### src/rtl/mem_access_unit.sv
// mem_access_unit: MEM-stage load/store initiator driving a byte-addressable data RAM.
// Define MEM_ACCESS_SPLIT_EN to split misaligned half/word accesses into unsigned-byte accesses.
module mem_access_unit #(
   parameter int MEM_BYTES = 128
) (
   input  logic        clk,
   input  logic        rst_n,
   input  logic        req_valid,
   output logic        req_ready,
   input  logic        req_we,
   input  logic [31:0] req_addr,
   input  logic [31:0] req_wdata,
   input  logic [2:0]  req_u_b_h_w,
   output logic        resp_valid,
   output logic [31:0] resp_rdata,
   output logic        resp_err,
   output logic [31:0] mem_addr,
   output logic [31:0] mem_din,
   output logic        mem_we,
   output logic [2:0]  mem_u_b_h_w,
   input  logic [31:0] mem_dout
);
   localparam logic [1:0] IDLE = 2'd0, ACC = 2'd1, RESP = 2'd3;
   logic [1:0]  state_q, state_d;
   logic [31:0] addr_q, addr_d, din_q, din_d, rdata_q, rdata_d;
   logic [2:0]  ubhw_q, ubhw_d;
   logic        we_q, we_d, err_q, err_d;
   logic [2:0]  size;
   logic        mis, oor, bad;
   assign size = req_u_b_h_w[1] ? 3'd4 : req_u_b_h_w[0] ? 3'd2 : 3'd1;
   assign mis  = req_u_b_h_w[1] ? |req_addr[1:0] : req_u_b_h_w[0] & req_addr[0];
   // 33-bit sum so an access wrapping past 2^32 is caught as out of range
   assign oor  = {1'b0, req_addr} + 33'(size) - 33'd1 >= 33'(MEM_BYTES);
`ifdef MEM_ACCESS_SPLIT_EN
   localparam logic [1:0] SPLIT = 2'd2;
   logic [1:0]  cnt_q, cnt_d;
   logic [31:0] base_q, base_d, wdata_q, wdata_d, asm_q, asm_d;
   logic [2:0]  osz_q, osz_d;
   assign bad = oor;
`else
   assign bad = oor | mis;
`endif
   assign req_ready   = state_q == IDLE;
   assign resp_valid  = state_q == RESP;
   assign resp_rdata  = rdata_q;
   assign resp_err    = err_q;
   assign mem_addr    = addr_q;
   assign mem_din     = din_q;
   assign mem_we      = we_q;
   assign mem_u_b_h_w = ubhw_q;
   always_comb begin
      state_d = state_q;
      addr_d  = addr_q;
      din_d   = din_q;
      ubhw_d  = ubhw_q;
      we_d    = 1'b0;
      rdata_d = rdata_q;
      err_d   = err_q;
`ifdef MEM_ACCESS_SPLIT_EN
      cnt_d   = cnt_q;
      base_d  = base_q;
      wdata_d = wdata_q;
      osz_d   = osz_q;
      asm_d   = asm_q;
`endif
      case (state_q)
         IDLE: if (req_valid) begin
            if (bad) begin
               state_d = RESP;
               rdata_d = '0;
               err_d   = 1'b1;
            end
`ifdef MEM_ACCESS_SPLIT_EN
            else if (mis) begin
               state_d = SPLIT;
               addr_d  = req_addr;
               din_d   = {24'd0, req_wdata[7:0]};
               ubhw_d  = 3'b100;
               we_d    = req_we;
               cnt_d   = 2'd0;
               base_d  = req_addr;
               wdata_d = req_wdata;
               osz_d   = req_u_b_h_w;
            end
`endif
            else begin
               state_d = ACC;
               addr_d  = req_addr;
               din_d   = req_wdata;
               ubhw_d  = req_u_b_h_w;
               we_d    = req_we;
            end
         end
         ACC: begin
            state_d = RESP;
            rdata_d = we_q ? '0 : mem_dout;
            err_d   = 1'b0;
         end
`ifdef MEM_ACCESS_SPLIT_EN
         SPLIT: begin
            asm_d[{cnt_q, 3'b000} +: 8] = mem_dout[7:0];
            // last byte index is 3 for a word, 1 for a half
            if (cnt_q == {osz_q[1], 1'b1}) begin
               state_d = RESP;
               err_d   = 1'b0;
               rdata_d = we_q ? '0 : osz_q[1] ? asm_d :
                         osz_q[2] ? {16'd0, asm_d[15:0]} : {{16{asm_d[15]}}, asm_d[15:0]};
            end else begin
               cnt_d  = cnt_q + 2'd1;
               addr_d = base_q + 32'(cnt_d);
               din_d  = {24'd0, wdata_q[{cnt_d, 3'b000} +: 8]};
               we_d   = we_q;
            end
         end
`endif
         default: state_d = IDLE;
      endcase
   end
   always_ff @(posedge clk or negedge rst_n) begin
      if (!rst_n) begin
         state_q <= IDLE;
         addr_q  <= '0;
         din_q   <= '0;
         ubhw_q  <= '0;
         we_q    <= 1'b0;
         rdata_q <= '0;
         err_q   <= 1'b0;
      end else begin
         state_q <= state_d;
         addr_q  <= addr_d;
         din_q   <= din_d;
         ubhw_q  <= ubhw_d;
         we_q    <= we_d;
         rdata_q <= rdata_d;
         err_q   <= err_d;
      end
   end
`ifdef MEM_ACCESS_SPLIT_EN
   always_ff @(posedge clk or negedge rst_n) begin
      if (!rst_n) begin
         cnt_q   <= '0;
         base_q  <= '0;
         wdata_q <= '0;
         osz_q   <= '0;
         asm_q   <= '0;
      end else begin
         cnt_q   <= cnt_d;
         base_q  <= base_d;
         wdata_q <= wdata_d;
         osz_q   <= osz_d;
         asm_q   <= asm_d;
      end
   end
`endif
endmodule

### config.mk
export PLATFORM = sky130hd
export DESIGN_NAME = mem_access_unit
export DESIGN_NICKNAME = d
export VERILOG_FILES = /design/src/rtl/mem_access_unit.sv
export SDC_FILE = /design/constraint.sdc
export NUM_CORES = 1
export LEC_CHECK = 0
export CELL_PAD_IN_SITES_DETAIL_PLACEMENT = 0
export CELL_PAD_IN_SITES_GLOBAL_PLACEMENT = 1
export CORE_ASPECT_RATIO = 1.1
export CORE_MARGIN = 3
export CORE_UTILIZATION = 38
export CTS_CLUSTER_SIZE = 24
export DETAILED_ROUTE_END_ITERATION = 6
export GPL_TIMING_DRIVEN = 0
export HOLD_SLACK_MARGIN = 0.1
export PLACE_DENSITY_LB_ADDON = 0.05
export SKIP_CTS_REPAIR_TIMING = 1
export SLEW_MARGIN = 20
export SYNTH_ARGS = -nofsm -noshare
export SYNTH_HDL_FRONTEND = slang
export SYNTH_SLANG_ARGS = --single-unit
### constraint.sdc
create_clock -name clk -period 2.75 [get_ports clk]
set_input_delay 0.825 -clock clk [delete_from_list [all_inputs] [get_ports clk]]
set_output_delay 0.825 -clock clk [all_outputs]
set_load 0.02 [all_outputs]
==> run metrics, run 1 <==
detailed router's first-iteration violation count 383; Final Critical Period 4160 ps; Post-synth EDFFs 0; Worst-path clk slew 70 ps; Synth Area in Compound Gates 0.186; Die Ht between 100 and 150 µm; outcome finished, violations left; Post-DRT Antenna Nets 0; FP Rows 48; top post-synthesis cells by count dfrtp_1 (103), inv_1 (46), nand2_1 (45), mux2_2 (37); final max-slew violation count 0; Synth area leaders dfrtp_1 (41%), mux2_4 (7.2%), ha_1 (6.8%); Synth Cell Area about 0.0063 mm²; Post-Synth XOR/XNOR Area 0.0154; final period utilization 1.51; Max Freq approximately 0.24 GHz; sequential cell area fraction in the yosys report 0.412; H-tree lvl count 3; Crit. Startpoint req_u_b_h_w[1]; largest family of logic cells by synthesized area compound AO/OA/AOI/OAI gates; CP cell instances buf_6 -> or2_4 -> ha_4 -> inv_4 -> ha_4 -> inv_2 -> fa_2 -> nor2b_4 -> o31ai_4 -> a211oi_4 -> nor3_4 -> o41ai_4 -> xor2_2 -> nor4_4 -> nand4_4 -> buf_12 -> clkbuf_16 -> mux2_4; leading area contributor after synthesis dfrtp_1; CP Capture Type flip-flop; Adder-Cell Fraction of Synth Area 0.0712; via count 5,565; P&R area growth vs syn 51.2%; maxcap violations 0; crit path capture mem_addr[20]; I/O Pins between 200 and 250; Total Routing Usage GR 0.203; DRT Pass-1 Iters 4; Pleak 4.30 nW; Non-Filler Instances slightly above 1,000; number of remaining DRC errors 0; core footprint about 0.016 mm²; buffers plus inverters on the worst setup path 5; Netlist cell types 72; CP Launch Type input pin; Slew HR 0.644; clock network power share 0.222; routed vias/inst approximately 5.4; fraction of final layout cells with drive strength greater than 1 0.231; CTS tree yes; Post-Route WL 19,300 µm; R2R cell count 6; slew at the pin with the worst max-slew slack 529 ps; PD cells slightly below 600 mW/mm²; area share of the largest cell type after synthesis 0.412; synthesis warning total 0; critical path type input pin to flip-flop; Setup TNS -136,130 ps; Max stage delay cell, worst path o41ai_4; vias in the first global route 5,489; Simple-Gate Fraction of Synth Area 0.116; Sink Count 103; switching pwr slightly below 2 mW; Cells after Synth 589; top-count cell post-synth dfrtp_1; reg2reg setup slack just over 800 ps; Die Wd 128 µm; grt ovf 0; final setup fails between 100 and 150; Logic pwr share 0.426; Levels on crit path 18; FILL cells 1,354; CP top delay family simple AND/OR/NAND/NOR gates; ANT cells 0; post-DP HPWL approximately 15,000 µm; most numerous cell on the critical path ha_4; port buffer count slightly above 200; Die ar. 0.0180 mm²; Critical Path Max Stage Delay between 400 and 500 ps; Initial Utilization 0.393; Setup WS post-layout -1410 ps; Internal 3.51 mW; CTS root buf clkbuf_16; Peak VDD IR ~330 µV; Final Hold Vio Count 0; largest net degree at the start of global routing 75; Seq pwr share 0.352; Synth Register Bits just over 100; mux cell area share after synthesis 0.145; Main synth FF type dfrtp_1; Avg WL per Cell around 19 µm; Placed Cells about 1,000; FF-to-FF End mem_addr[20]; Worst Path Arrival 4390 ps; RSZ-0062 raised after global routing yes; initial antenna violation count 0; global placement routability congestion 0.952; failing checks negative setup slack; Sw Share 0.361; number of nets in the layout 958; RR Startpoint state_q[1]; CP max FO 7; min-delay worst type input pin to asynchronous set/reset pin; Synth Net Count a little over 700; Crit path required time 2980 ps; Avg Inst Size Synth 10.6 µm²; Fin Clk Skew 9.07 ps; Longest Clk Path Bufs 2; first-pass GRT wire length between 20,000 and 30,000 µm; clk_lat worst skew 350 ps; Async S/R FF share, synth 1.00; CTS buffer count 9
per-stage QoR:
stage / utilization / hold slack (ps) / worst slack [ps] / instance area [µm²] / power (mW)
4_1_cts: 0.563 / 344 / -2340 / 8960 / 5.43
2_1_floorplan: - / 443 / -1140 / 6360 / 3.17
5_1_grt: 0.594 / 354 / -1540 / 9450 / 5.81
3_3_place_gp: 0.544 / 470 / -2950 / 8660 / 4.13
3_5_place_dp: 0.546 / 483 / -2720 / 8690 / 4.18
6_report: 0.594 / 350 / -1410 / 9450 / 5.49
worst min-delay path by stage:
stage / startpoint / endpoint / slack (ps) / cells after the start
global route: rst_n / resp_rdata[1] / 350 / 1
finish: rst_n / resp_rdata[1] / 350 / 1
CTS: rst_n / resp_rdata[1] / 340 / 1
floorplan: state_q[1] / state_q[0] / 440 / 1
global placement: state_q[1] / state_q[0] / 470 / 1
detailed placement: state_q[1] / state_q[0] / 480 / 1
final cells by class:
type / count / area, µm² / share of cell area
buffer: 28 / 213 / 0.0225
tap: 200 / 250 / 0.0265
inverter: 46 / 188 / 0.0199
multi-input combinational: 409 / 3710 / 0.393
timing repair buffer: 223 / 2240 / 0.237
clock inverter: 6 / 51.3 / 0.00543
sequential: 103 / 2580 / 0.273
clock buffer: 9 / 225 / 0.0238
state kept, by name, summed over array words and instances (netlist names):
name and cells:
mem_u_b_h_w 3, mem_we 1, resp_err 1, mem_addr 32, state_q 2, mem_din 32
resp_rdata 32
cells in the final DEF, fill, tap and decap left out, drive strengths merged, types with 4 or more instances in the layout:
cell / instances
mux2: 67
nand2b: 5
xor2: 5
nand4: 20
o311ai: 4
o21ai: 24
o31ai: 4
mux2i: 4
a211oi: 5
nor3: 8
o211ai: 7
buf: 40
and2: 4
dfrtp: 103
nor2: 27
ha: 34
nor4: 5
clkbuf: 18
nand3: 6
clkdlybuf4s50: 198
inv: 49
nand2: 45
xnor2: 6
a21o: 6
a32o: 32
dlymetal6s2s: 4
a21oi: 40
power by group through the flow:
stage	registers [mW]	clock network [mW]	logic [mW]
final	1.93	1.22	2.34
after floorplan	2.25	0	0.921
after global placement	1.95	0	2.18
after detailed placement	1.96	0	2.22
after global routing	1.96	1.34	2.51
after CTS	1.93	1.27	2.23
logic make-up after synthesis:
family	count (synthesis)
compound gates	153
simple gates	139
flops	103
buf+inv	77
mux	71
fa+ha+maj	35
xor+xnor	11
per-layer routing:
layer,track usage,part of all wire,vias to the layer above
met5,0,0,-
met4,0.0598,0.017,0
met3,0.0370,0.061,21
met2,0.353,0.51,182
met1,0.255,0.41,2710
li1,-,-,2652
worst reg2reg max path, cell delays in order, from the launching register on:
cell       delay [ps]
dfrtp_1           420
nand2b_1          210
nor4_2            360
nand4_4           170
buf_12            190
clkbuf_16         170
mux2_4            290
Note: power is estimated with default switching activity, not from simulation.
==> run 2: changes to the inputs <==
Settings changed: CORE_UTILIZATION 38 to 35.
Clock period 2.75 ns to 4.7 ns, I/O delays scaled along.
==> run 2 against run 1 <==
  * The run now ends clean
  * Via count shrank 1.0%
  * Combinational power fell by 41%
  * Sequential share of layout area is 0.37 points lower
  * Non-clock buffer count stayed put
  * Largest cell class unchanged
  * Highest routed layer unchanged
==> run metrics, run 2 (same netlist as run 1, synthesis figures left out) <==
CTS buffer count 9; I/O Pins 206; Max stage delay cell, worst path and4bb_4; cell area after placement 0.00863 mm²; CP Launch Type input pin; Pleak around 4.3 nW; min-delay worst type flip-flop to flip-flop; core footprint 0.0173 mm²; outcome finished, final reports clean; RSZ-0062 raised after global routing yes; global placement routability congestion 0.877; Avg WL per Cell 17.7 µm; final max-slew violation count 0; Sink Count slightly above 100; Worst Path Arrival 4910 ps; grt ovf 0; Worst-path clk slew around 70 ps; Total Routing Usage GR 0.187; Final Critical Period ~4700 ps; port buffer count between 200 and 250; Die Wd roughly 130 µm; CTS root buf clkbuf_16; reg2reg setup slack ~2800 ps; post-DP HPWL between 10,000 and 15,000 µm; commonest non-fill, non-tap cell in the layout clkdlybuf4s50_1; Design Area, Final between 0.009 and 0.01 mm²; Die Ht 146 µm; Max Freq 0.214 GHz; detailed router's first-iteration violation count 216; number of nets in the layout ~960; Die ar. roughly 0.020 mm²; largest net degree at the start of global routing 74; Initial Utilization 0.362; P&R area growth vs syn 53.3%; commonest cells after routing, fill and taps aside clkdlybuf4s50_1 (195), dfrtp_1 (103), inv_1 (41), nand2_1 (41), mux2_2 (37); clk_lat worst skew between 300 and 400 ps; Layout Utilization 0.555; Fin Clk Skew ~12 ps; Critical Path Max Stage Delay slightly below 400 ps; CP max FO 6; critical path type input pin to flip-flop; Non-Filler Instances roughly 1,100; PD cells approximately 340 mW/mm²; fraction of final layout cells with drive strength greater than 1 0.258; number of remaining DRC errors 0; Post-DRT Antenna Nets 0; Peak VDD IR approximately 240 µV; first-pass GRT wire length between 20,000 and 30,000 µm; final period utilization 0.995; FP Rows 50; Final Hold Vio Count 0; CP cell instances buf_8 -> inv_4 -> nand2_4 -> ha_4 -> inv_4 -> ha_4 -> inv_2 -> fa_2 -> nor2b_4 -> o31ai_4 -> a21oi_2 -> or3_1 -> a2111oi_2 -> nand4_1 -> and4bb_4 -> nand4_4 -> buf_12 -> clkbuf_16 -> mux2_4; Setup TNS 0 ps; Placed Cells 1,029; Slew HR 0.688; Post-Route WL around 19,000 µm; DRT Pass-1 Iters 4; maxcap violations 0; final setup fails 0; initial antenna violation count 0; Longest Clk Path Bufs 2; CP Capture Type flip-flop; slew at the pin with the worst max-slew slack ~470 ps; H-tree lvl count 3; ANT cells 0; Crit path required time a little under 5000 ps; total power about 3.3 mW; via count around 5,500; CTS tree yes; vias in the first global route 5,625; routed vias/inst roughly 5.2
## run 2: cell count changes in the layout (fill, tap and decap cells not counted), moves of 3 or more
cell / previous run / this run
o311ai_2: 0 / 3
a21oi_2: 11 / 16
nor3_2: 0 / 3
ha_1: 29 / 24
a21oi_1: 24 / 18
clkdlybuf4s50_1: 198 / 195
ha_2: 1 / 6
nor3_1: 6 / 3
## run 2: path summary, 6_finish.rpt
check	start	endpoint	depth (start not counted)
worst max-delay path	req_u_b_h_w[1]	mem_addr[25]	19
worst min-delay path	state_q[1]	state_q[0]	1
worst max register to register	state_q[1]	mem_addr[25]	6
worst min register to register	state_q[1]	state_q[0]	1
max in group asynchronous	rst_n	mem_addr[2]	2
min in group asynchronous	rst_n	mem_din[10]	1
## run 2: final cells by class
| cell class | count | area (µm²) |
|---|---|---|
| buffer | 27 | 225 |
| clock buffer | 10 | 239 |
| clock inverter | 6 | 62.6 |
| fill | 1599 | 7680 |
| inverter | 46 | 178 |
| multi-input combinational | 409 | 3770 |
| sequential | 103 | 2580 |
| tap | 234 | 293 |
| timing repair buffer | 224 | 2240 |
## run 2: worst max-delay path: cells and delay by family
family	cells	cell delay [ps]
AND/OR/NAND/NOR	6	1190
multiplexers	1	290
adder cells (fa/ha/maj)	3	630
buffers and inverters	6	610
AO/OA/AOI/OAI	3	770
## run 2: layer usage
layer,vias up,global-route usage,share of wire
met5,-,0,0
met1,2705,0.248,0.44
met3,10,0.0417,0.049
li1,2640,-,-
met4,0,0.0396,0.010
met2,153,0.315,0.50
## run 2: power by group
part	internal, mW	total, mW	switching [mW]
clock network	0.389	0.775	0.385
registers	1.04	1.13	0.0910
logic	0.655	1.39	0.733
total	2.08	3.29	1.21
## run 2: through the flow
step	worst slack, ps	hold slack (ps)
2_1_floorplan	1.12	443
3_3_place_gp	-1600	465
3_5_place_dp	-1160	474
4_1_cts	-813	484
5_1_grt	-84.4	522
6_report	22.7	488
